<file path="config.mk">
export PLATFORM = sky130hd
export DESIGN_NAME = mc_controller
export DESIGN_NICKNAME = d
export VERILOG_FILES = /design/src/rtl/mc_controller.sv
export SDC_FILE = /design/constraint.sdc
export NUM_CORES = 1
export LEC_CHECK = 0
export CAP_MARGIN = 25
export CORE_MARGIN = 2
export CORE_UTILIZATION = 41
export DETAILED_ROUTE_END_ITERATION = 12
export PLACE_DENSITY = 0.8
export SYNTH_ARGS = -nofsm -noshare
export SYNTH_HDL_FRONTEND = slang
export SYNTH_SLANG_ARGS = --single-unit
</file>
<file path="constraint.sdc">
create_clock -name clk_i -period 1.5 [get_ports clk_i]
set_input_delay 0.15 -clock clk_i [delete_from_list [all_inputs] [get_ports clk_i]]
set_output_delay 0.15 -clock clk_i [all_outputs]
set_load 0.1 [all_outputs]
</file>
<file path="src/rtl/mc_controller.sv">
// Control FSM for the multicycle MIPS datapath: sequences fetch/decode/execute/
// memory/writeback and decodes every datapath select and write enable from the state.
module mc_controller #(
    parameter logic MEM_WAIT_EN = 1'b1
) (
    input  logic       clk_i,
    input  logic       reset_i,
    input  logic [5:0] op_i,
    input  logic [5:0] funct_i,
    input  logic       zero_i,
    input  logic       mem_ready_i,
    output logic       pc_en_o,
    output logic       iord_o,
    output logic       mem_write_o,
    output logic       ir_write_o,
    output logic       reg_dst_o,
    output logic       mem_to_reg_o,
    output logic       reg_write_o,
    output logic       alu_src_a_o,
    output logic [1:0] alu_src_b_o,
    output logic [2:0] alu_control_o,
    output logic [1:0] pc_src_o,
    output logic       instr_done_o,
    output logic       illegal_op_o
);

    typedef enum logic [3:0] {
        S_FETCH   = 4'd0,
        S_DECODE  = 4'd1,
        S_MEMADR  = 4'd2,
        S_MEMRD   = 4'd3,
        S_MEMWB   = 4'd4,
        S_MEMWR   = 4'd5,
        S_EXECUTE = 4'd6,
        S_ALUWB   = 4'd7,
        S_BRANCH  = 4'd8,
        S_ADDIEX  = 4'd9,
        S_ADDIWB  = 4'd10,
        S_JUMP    = 4'd11
    } state_t;

    localparam logic [5:0] OP_RTYPE = 6'b000000;
    localparam logic [5:0] OP_LW    = 6'b100011;
    localparam logic [5:0] OP_SW    = 6'b101011;
    localparam logic [5:0] OP_BEQ   = 6'b000100;
    localparam logic [5:0] OP_ADDI  = 6'b001000;
    localparam logic [5:0] OP_J     = 6'b000010;

    // Returns 1 for the five supported R-type functions.
    function automatic logic funct_ok(input logic [5:0] f);
        case (f)
            6'b100000, 6'b100010, 6'b100100, 6'b100101, 6'b101010: funct_ok = 1'b1;
            default:                                              funct_ok = 1'b0;
        endcase
    endfunction

    // ALU operation for an R-type function field.
    function automatic logic [2:0] funct_alu(input logic [5:0] f);
        case (f)
            6'b100000: funct_alu = 3'b010;
            6'b100010: funct_alu = 3'b110;
            6'b100100: funct_alu = 3'b000;
            6'b100101: funct_alu = 3'b001;
            6'b101010: funct_alu = 3'b111;
            default:   funct_alu = 3'b000;
        endcase
    endfunction

    state_t state_q;
    state_t state_d;
    logic   ready_s;

    assign ready_s = MEM_WAIT_EN ? mem_ready_i : 1'b1;

    // Next-state selection; unencoded states fall back to FETCH.
    always_comb begin
        state_d = S_FETCH;
        case (state_q)
            S_FETCH:   state_d = ready_s ? S_DECODE : S_FETCH;
            S_DECODE: begin
                case (op_i)
                    OP_LW, OP_SW: state_d = S_MEMADR;
                    OP_RTYPE:     state_d = funct_ok(funct_i) ? S_EXECUTE : S_FETCH;
                    OP_BEQ:       state_d = S_BRANCH;
                    OP_ADDI:      state_d = S_ADDIEX;
                    OP_J:         state_d = S_JUMP;
                    default:      state_d = S_FETCH;
                endcase
            end
            S_MEMADR:  state_d = (op_i == OP_LW) ? S_MEMRD : S_MEMWR;
            S_MEMRD:   state_d = ready_s ? S_MEMWB : S_MEMRD;
            S_MEMWR:   state_d = ready_s ? S_FETCH : S_MEMWR;
            S_EXECUTE: state_d = S_ALUWB;
            S_ADDIEX:  state_d = S_ADDIWB;
            default:   state_d = S_FETCH;
        endcase
    end

    // State register with synchronous reset.
    always_ff @(posedge clk_i) begin
        if (reset_i) begin
            state_q <= S_FETCH;
        end else begin
            state_q <= state_d;
        end
    end

    // Output decode: state-based, with pc_en/ir_write qualified by ready/zero.
    always_comb begin
        pc_en_o       = 1'b0;
        iord_o        = 1'b0;
        mem_write_o   = 1'b0;
        ir_write_o    = 1'b0;
        reg_dst_o     = 1'b0;
        mem_to_reg_o  = 1'b0;
        reg_write_o   = 1'b0;
        alu_src_a_o   = 1'b0;
        alu_src_b_o   = 2'b00;
        alu_control_o = 3'b000;
        pc_src_o      = 2'b00;
        instr_done_o  = 1'b0;
        illegal_op_o  = 1'b0;
        case (state_q)
            S_FETCH: begin
                alu_src_b_o   = 2'b01;
                alu_control_o = 3'b010;
                pc_en_o       = ready_s;
                ir_write_o    = ready_s;
            end
            S_DECODE: begin
                alu_src_b_o   = 2'b11;
                alu_control_o = 3'b010;
                case (op_i)
                    OP_LW, OP_SW, OP_BEQ, OP_ADDI, OP_J: illegal_op_o = 1'b0;
                    OP_RTYPE: illegal_op_o = ~funct_ok(funct_i);
                    default:  illegal_op_o = 1'b1;
                endcase
            end
            S_MEMADR, S_ADDIEX: begin
                alu_src_a_o   = 1'b1;
                alu_src_b_o   = 2'b10;
                alu_control_o = 3'b010;
            end
            S_MEMRD: iord_o = 1'b1;
            S_MEMWB: begin
                mem_to_reg_o = 1'b1;
                reg_write_o  = 1'b1;
                instr_done_o = 1'b1;
            end
            S_MEMWR: begin
                iord_o       = 1'b1;
                mem_write_o  = 1'b1;
                instr_done_o = ready_s;
            end
            S_EXECUTE: begin
                alu_src_a_o   = 1'b1;
                alu_control_o = funct_alu(funct_i);
            end
            S_ALUWB: begin
                reg_dst_o    = 1'b1;
                reg_write_o  = 1'b1;
                instr_done_o = 1'b1;
            end
            S_BRANCH: begin
                alu_src_a_o   = 1'b1;
                alu_control_o = 3'b110;
                pc_src_o      = 2'b01;
                pc_en_o       = zero_i;
                instr_done_o  = 1'b1;
            end
            S_ADDIWB: begin
                reg_write_o  = 1'b1;
                instr_done_o = 1'b1;
            end
            S_JUMP: begin
                pc_src_o     = 2'b10;
                pc_en_o      = 1'b1;
                instr_done_o = 1'b1;
            end
            default: pc_en_o = 1'b0;
        endcase
        // No enable or pulse may fire while reset is being applied.
        if (reset_i) begin
            pc_en_o      = 1'b0;
            ir_write_o   = 1'b0;
            mem_write_o  = 1'b0;
            reg_write_o  = 1'b0;
            instr_done_o = 1'b0;
            illegal_op_o = 1'b0;
        end else begin
            instr_done_o = instr_done_o;
        end
    end

endmodule

</file>
==> reports/qor.csv, run 1 <==
metric;value;unit
outcome;stopped before the end;
Last stage;clock tree synthesis;
Run Error;[ERROR DPL-0038] Utilization greater than 100%, impossible to legalize;
Post-synth EDFFs;0;
H-tree depth;1;
Root Buffer;clkbuf_4;
hold-fix buffers at CTS;0;
I/O Pins;33;
die width;45.89;microns
post-synthesis sequential area ratio;0.1113;
Ys Warns;0;
Clock Sink Count;4;
syn_nets;114;
Detail Placement HPWL;2850;microns
ys flop type;dfxtp_1;
Yosys reg bits;4;
clk buf depth;2;
row count;15;
TritonCTS buffer count;3;
synthesized area;719.4;sq um
Mapped Avg Cell Area;7.341;sq um
GP Congestion;0.8525;
Mapped Cells;98;
post-CTS sizing;37;
Netlist cell types;39;
initial core utilization;0.4259;
postcts setup bufs;14;
Async SR Flop Fraction;0;
Die Ht;45.89;microns
Port Buf Inserts;32;
[metrics by stage]
| step | std cells | cell area [sq um] | setup WS [ps] | TNS, ps | hold slack (ps) |
|---|---|---|---|---|---|
| floorplan | 98 | 940.9 | -359.3 | -2086 | 302.0 |
| detailed placement | 172 | 1618 | -332.3 | -1584 | 594.8 |
| global placement | 172 | 1618 | -239.9 | -1044 | 574.8 |
[logic make-up after synthesis]
logic type                after synthesis  synth area share
and+or+nand+nor                        54            0.4678
AOI/OAI and AO/OA                      26            0.2452
buffers and inverters                   9            0.1113
DFF                                     4            0.1113
xor gates and xnor gates                3           0.03653
muxes                                   2           0.02783
[synth_stat cells, types with 2 or more instances]
| cell | count | area share |
|---|---|---|
| nand4b_1 | 2 | 0.024 |
| nand2_1 | 6 | 0.031 |
| a31oi_1 | 4 | 0.035 |
| nand2b_1 | 6 | 0.052 |
| o21ai_0 | 2 | 0.014 |
| mux2i_1 | 2 | 0.028 |
| buf_6 | 5 | 0.078 |
| nor2_1 | 12 | 0.063 |
| nor2b_1 | 3 | 0.026 |
| xor2_1 | 2 | 0.024 |
| buf_4 | 2 | 0.021 |
| o21bai_1 | 3 | 0.031 |
| dfxtp_1 | 4 | 0.11 |
| o21ai_1 | 2 | 0.014 |
| nor3_1 | 12 | 0.083 |
| a21oi_1 | 8 | 0.056 |
==> run 2, diff against run 1 <==
--- a/config.mk
+++ b/config.mk
@@ -6,10 +6,10 @@
 export NUM_CORES = 1
 export LEC_CHECK = 0
 export CAP_MARGIN = 25
-export CORE_MARGIN = 2
-export CORE_UTILIZATION = 41
+export CORE_AREA = 2 2 63 65
 export DETAILED_ROUTE_END_ITERATION = 12
-export PLACE_DENSITY = 0.8
+export DIE_AREA = 0 0 65 67
+export PLACE_DENSITY_LB_ADDON = 0.15
 export SYNTH_ARGS = -nofsm -noshare
 export SYNTH_HDL_FRONTEND = slang
 export SYNTH_SLANG_ARGS = --single-unit
==> reports/qor.csv, run 2 <==
metric;value;unit
I/O Pins;33;
crit path max fanout;7;
failing checks;negative setup slack;
Clock Sink Count;4;
Peak VDD IR;0.2785;mV
R2R depth;6;
CP peak stage delay;530;ps
DRC viols;0;
first-pass GRT wire length;4685;microns
FF-to-FF setup slack;200;ps
initial drt markers;14;
min cycle time layout;1627;ps
synthesized area;719.4;sq um
Post-synth EDFFs;0;
vias;1019;
PwrDens;339.0;nW/um^2
Avg Vias per Cell;4.611;
Setup TNS;-421.4;ps
number of global-route vias before repair;1066;
fillers;352;
biggest regs;state_q x4;
Clock Skew;2.662;ps
max reg flops;4;
slowest CP cell;or4b_4;
outcome;complete, but fails checks;
Max Cap Viol;0;
hold path startpoint;op_i[3];
Netlist cell types;39;
Req. time, crit path;1350;ps
Worst Path Arrival;1480;ps
RSZ-0062 raised after global routing;yes;
Die Ht;67;microns
Final Total Pwr;648.1;uW
Top reg by flops;state_q;
hold endpoint;state_q[0];
first-pass detailed-route iteration total;4;
critical path endpoint category;primary output;
CP Launch Type;register;
Max Freq;614.8;MHz
largest net degree at the start of global routing;10;
die width;65;microns
Placeable Area;3606;sq um
Yosys top cell by area;dfxtp_1;
most frequent cells in the layout;42 x buf_4, 18 x buf_12, 13 x dlygate4sd2_1, 9 x nor3_4, 5 x a21oi_1;
CP cell instances;or4b_4, nor3_4, buf_12;
Nets;190;
Worst-path clk slew;30;ps
crit share post-route;1.084;
Yosys top cell area share;0.1113;
# diodes;0;
CTS tree;done;
TritonCTS buffer count;3;
Hold Vio Cnt, Final;0;
Mapped Cells;98;
Total Wirelength;2795;microns
Hold Path Class;in -> reg;
drt wl/cell;12.65;microns
dpl ws;-319.6;ps
layout cells sized above 1;0.6647;
GP Congestion;0.7388;
Async SR Flop Fraction;0;
Total Routing Usage GR;0.1355;
Ys Warns;0;
critical path type;reg -> out;
Final Core Density;0.5302;
top post-synthesis cells by count;12 x nor2_1, 12 x nor3_1, 8 x a21oi_1;
Detail Placement HPWL;2222;microns
total grt overflow;0;
row count;22;
PnR worst setup slack;-126.7;ps
Clock Latency Late Sink;220;ps
Slew HR;0.8100;
Hold Crit Depth;5;
Area contributors post-synth;dfxtp_1 11%, nor3_1 8.3%, buf_6 7.8%, nor2_1 6.3%, a21oi_1 5.6%;
ys flop type;dfxtp_1;
clk buf depth;2;
most common cell after layout, fill and taps aside;buf_4;
Routed Antenna Nets;0;
initial core utilization;0.1995;
Mapped Avg Cell Area;7.341;sq um
Final setup viols;6;
Yosys reg bits;4;
Reg2Reg Launch Point;state_q[1];
Port Buf Inserts;32;
post-synthesis sequential area ratio;0.1113;
Root Buffer;clkbuf_8;
H-tree depth;1;
hold-fix buffers at CTS;0;
syn_nets;114;
die area;4355;sq um
worst slew pin tran;282.4;ps
Reg-to-Reg End;state_q[2];
static leakage;0.7547;nW
max-slew violations;0;
initial antenna violation count;0;
Layout area overhead;165.7;%
==> run 2: cell families (layout without fill, tap and decap cells) <==
kind of cell / Yosys count / in the layout / synth area share
AND/OR/NAND/NOR: 54 / 54 / 0.4678
multiplexers: 2 / 2 / 0.02783
AO/OA/AOI/OAI: 26 / 26 / 0.2452
buffers and inverters: 9 / 84 / 0.1113
XOR/XNOR: 3 / 3 / 0.03653
flip-flops: 4 / 4 / 0.1113
==> run 2: how the worst max path moves through the flow <==
stage,to,slack (ps),depth (start not counted),start
global placement,illegal_op_o,-250,6,op_i[2]
floorplan,ir_write_o,-360,3,state_q[1]
finish,ir_write_o,-130,3,state_q[1]
global route,pc_en_o,-180,5,state_q[0]
detailed placement,illegal_op_o,-320,6,op_i[2]
CTS,ir_write_o,-140,3,state_q[0]
==> run 2: repair_timing <==
action                                  CTS  global route
pin swaps                                10             3
buffers inserted                          6             6
resized for setup                        33             7
endpoints found under the setup margin   14            13
==> run 2: per-stage QoR <==
stage	hold WS (ps)	cells	area (sq um)
floorplan	302.0	98	940.9
global placement	577.2	205	1672
detailed placement	588.1	205	1672
CTS	635.8	215	1819
global route	662.8	221	1912
finish	637.0	221	1912
==> run 2: critical path: cells and delay by family (launching register included) <==
| family | cells | cell delay, ps |
|---|---|---|
| simple gates | 2 | 690 |
| flops | 1 | 360 |
| buf+inv | 1 | 200 |
==> run 2: layout make-up <==
| type | instances | area (sq um) | area share |
|---|---|---|---|
| inverter | 1 | 3.754 | 0.001963 |
| multi-input combinational | 85 | 852.1 | 0.4457 |
| clock buffer | 4 | 45.04 | 0.02356 |
| sequential | 4 | 92.59 | 0.04843 |
| tap | 48 | 60.06 | 0.03141 |
| timing repair buffer | 79 | 858.3 | 0.4490 |
==> run 2: report_power, final <==
group,internal [mW],switching [mW],total (mW)
combinational,0.141,0.160,0.301
sequential,0.105,0.00434,0.109
clock,0.182,0.0564,0.238
total,0.427,0.221,0.648
==> run 2: routing by layer <==
metal | GRT usage | share of wire | vias to the layer above
li1 | - | - | 512
met1 | 0.1447 | 0.40 | 485
met2 | 0.2925 | 0.57 | 22
met3 | 0.01689 | 0.029 | 0
met4 | 0 | 0 | 0
met5 | 0 | 0 | -
Note: power is estimated with default switching activity, not from simulation.
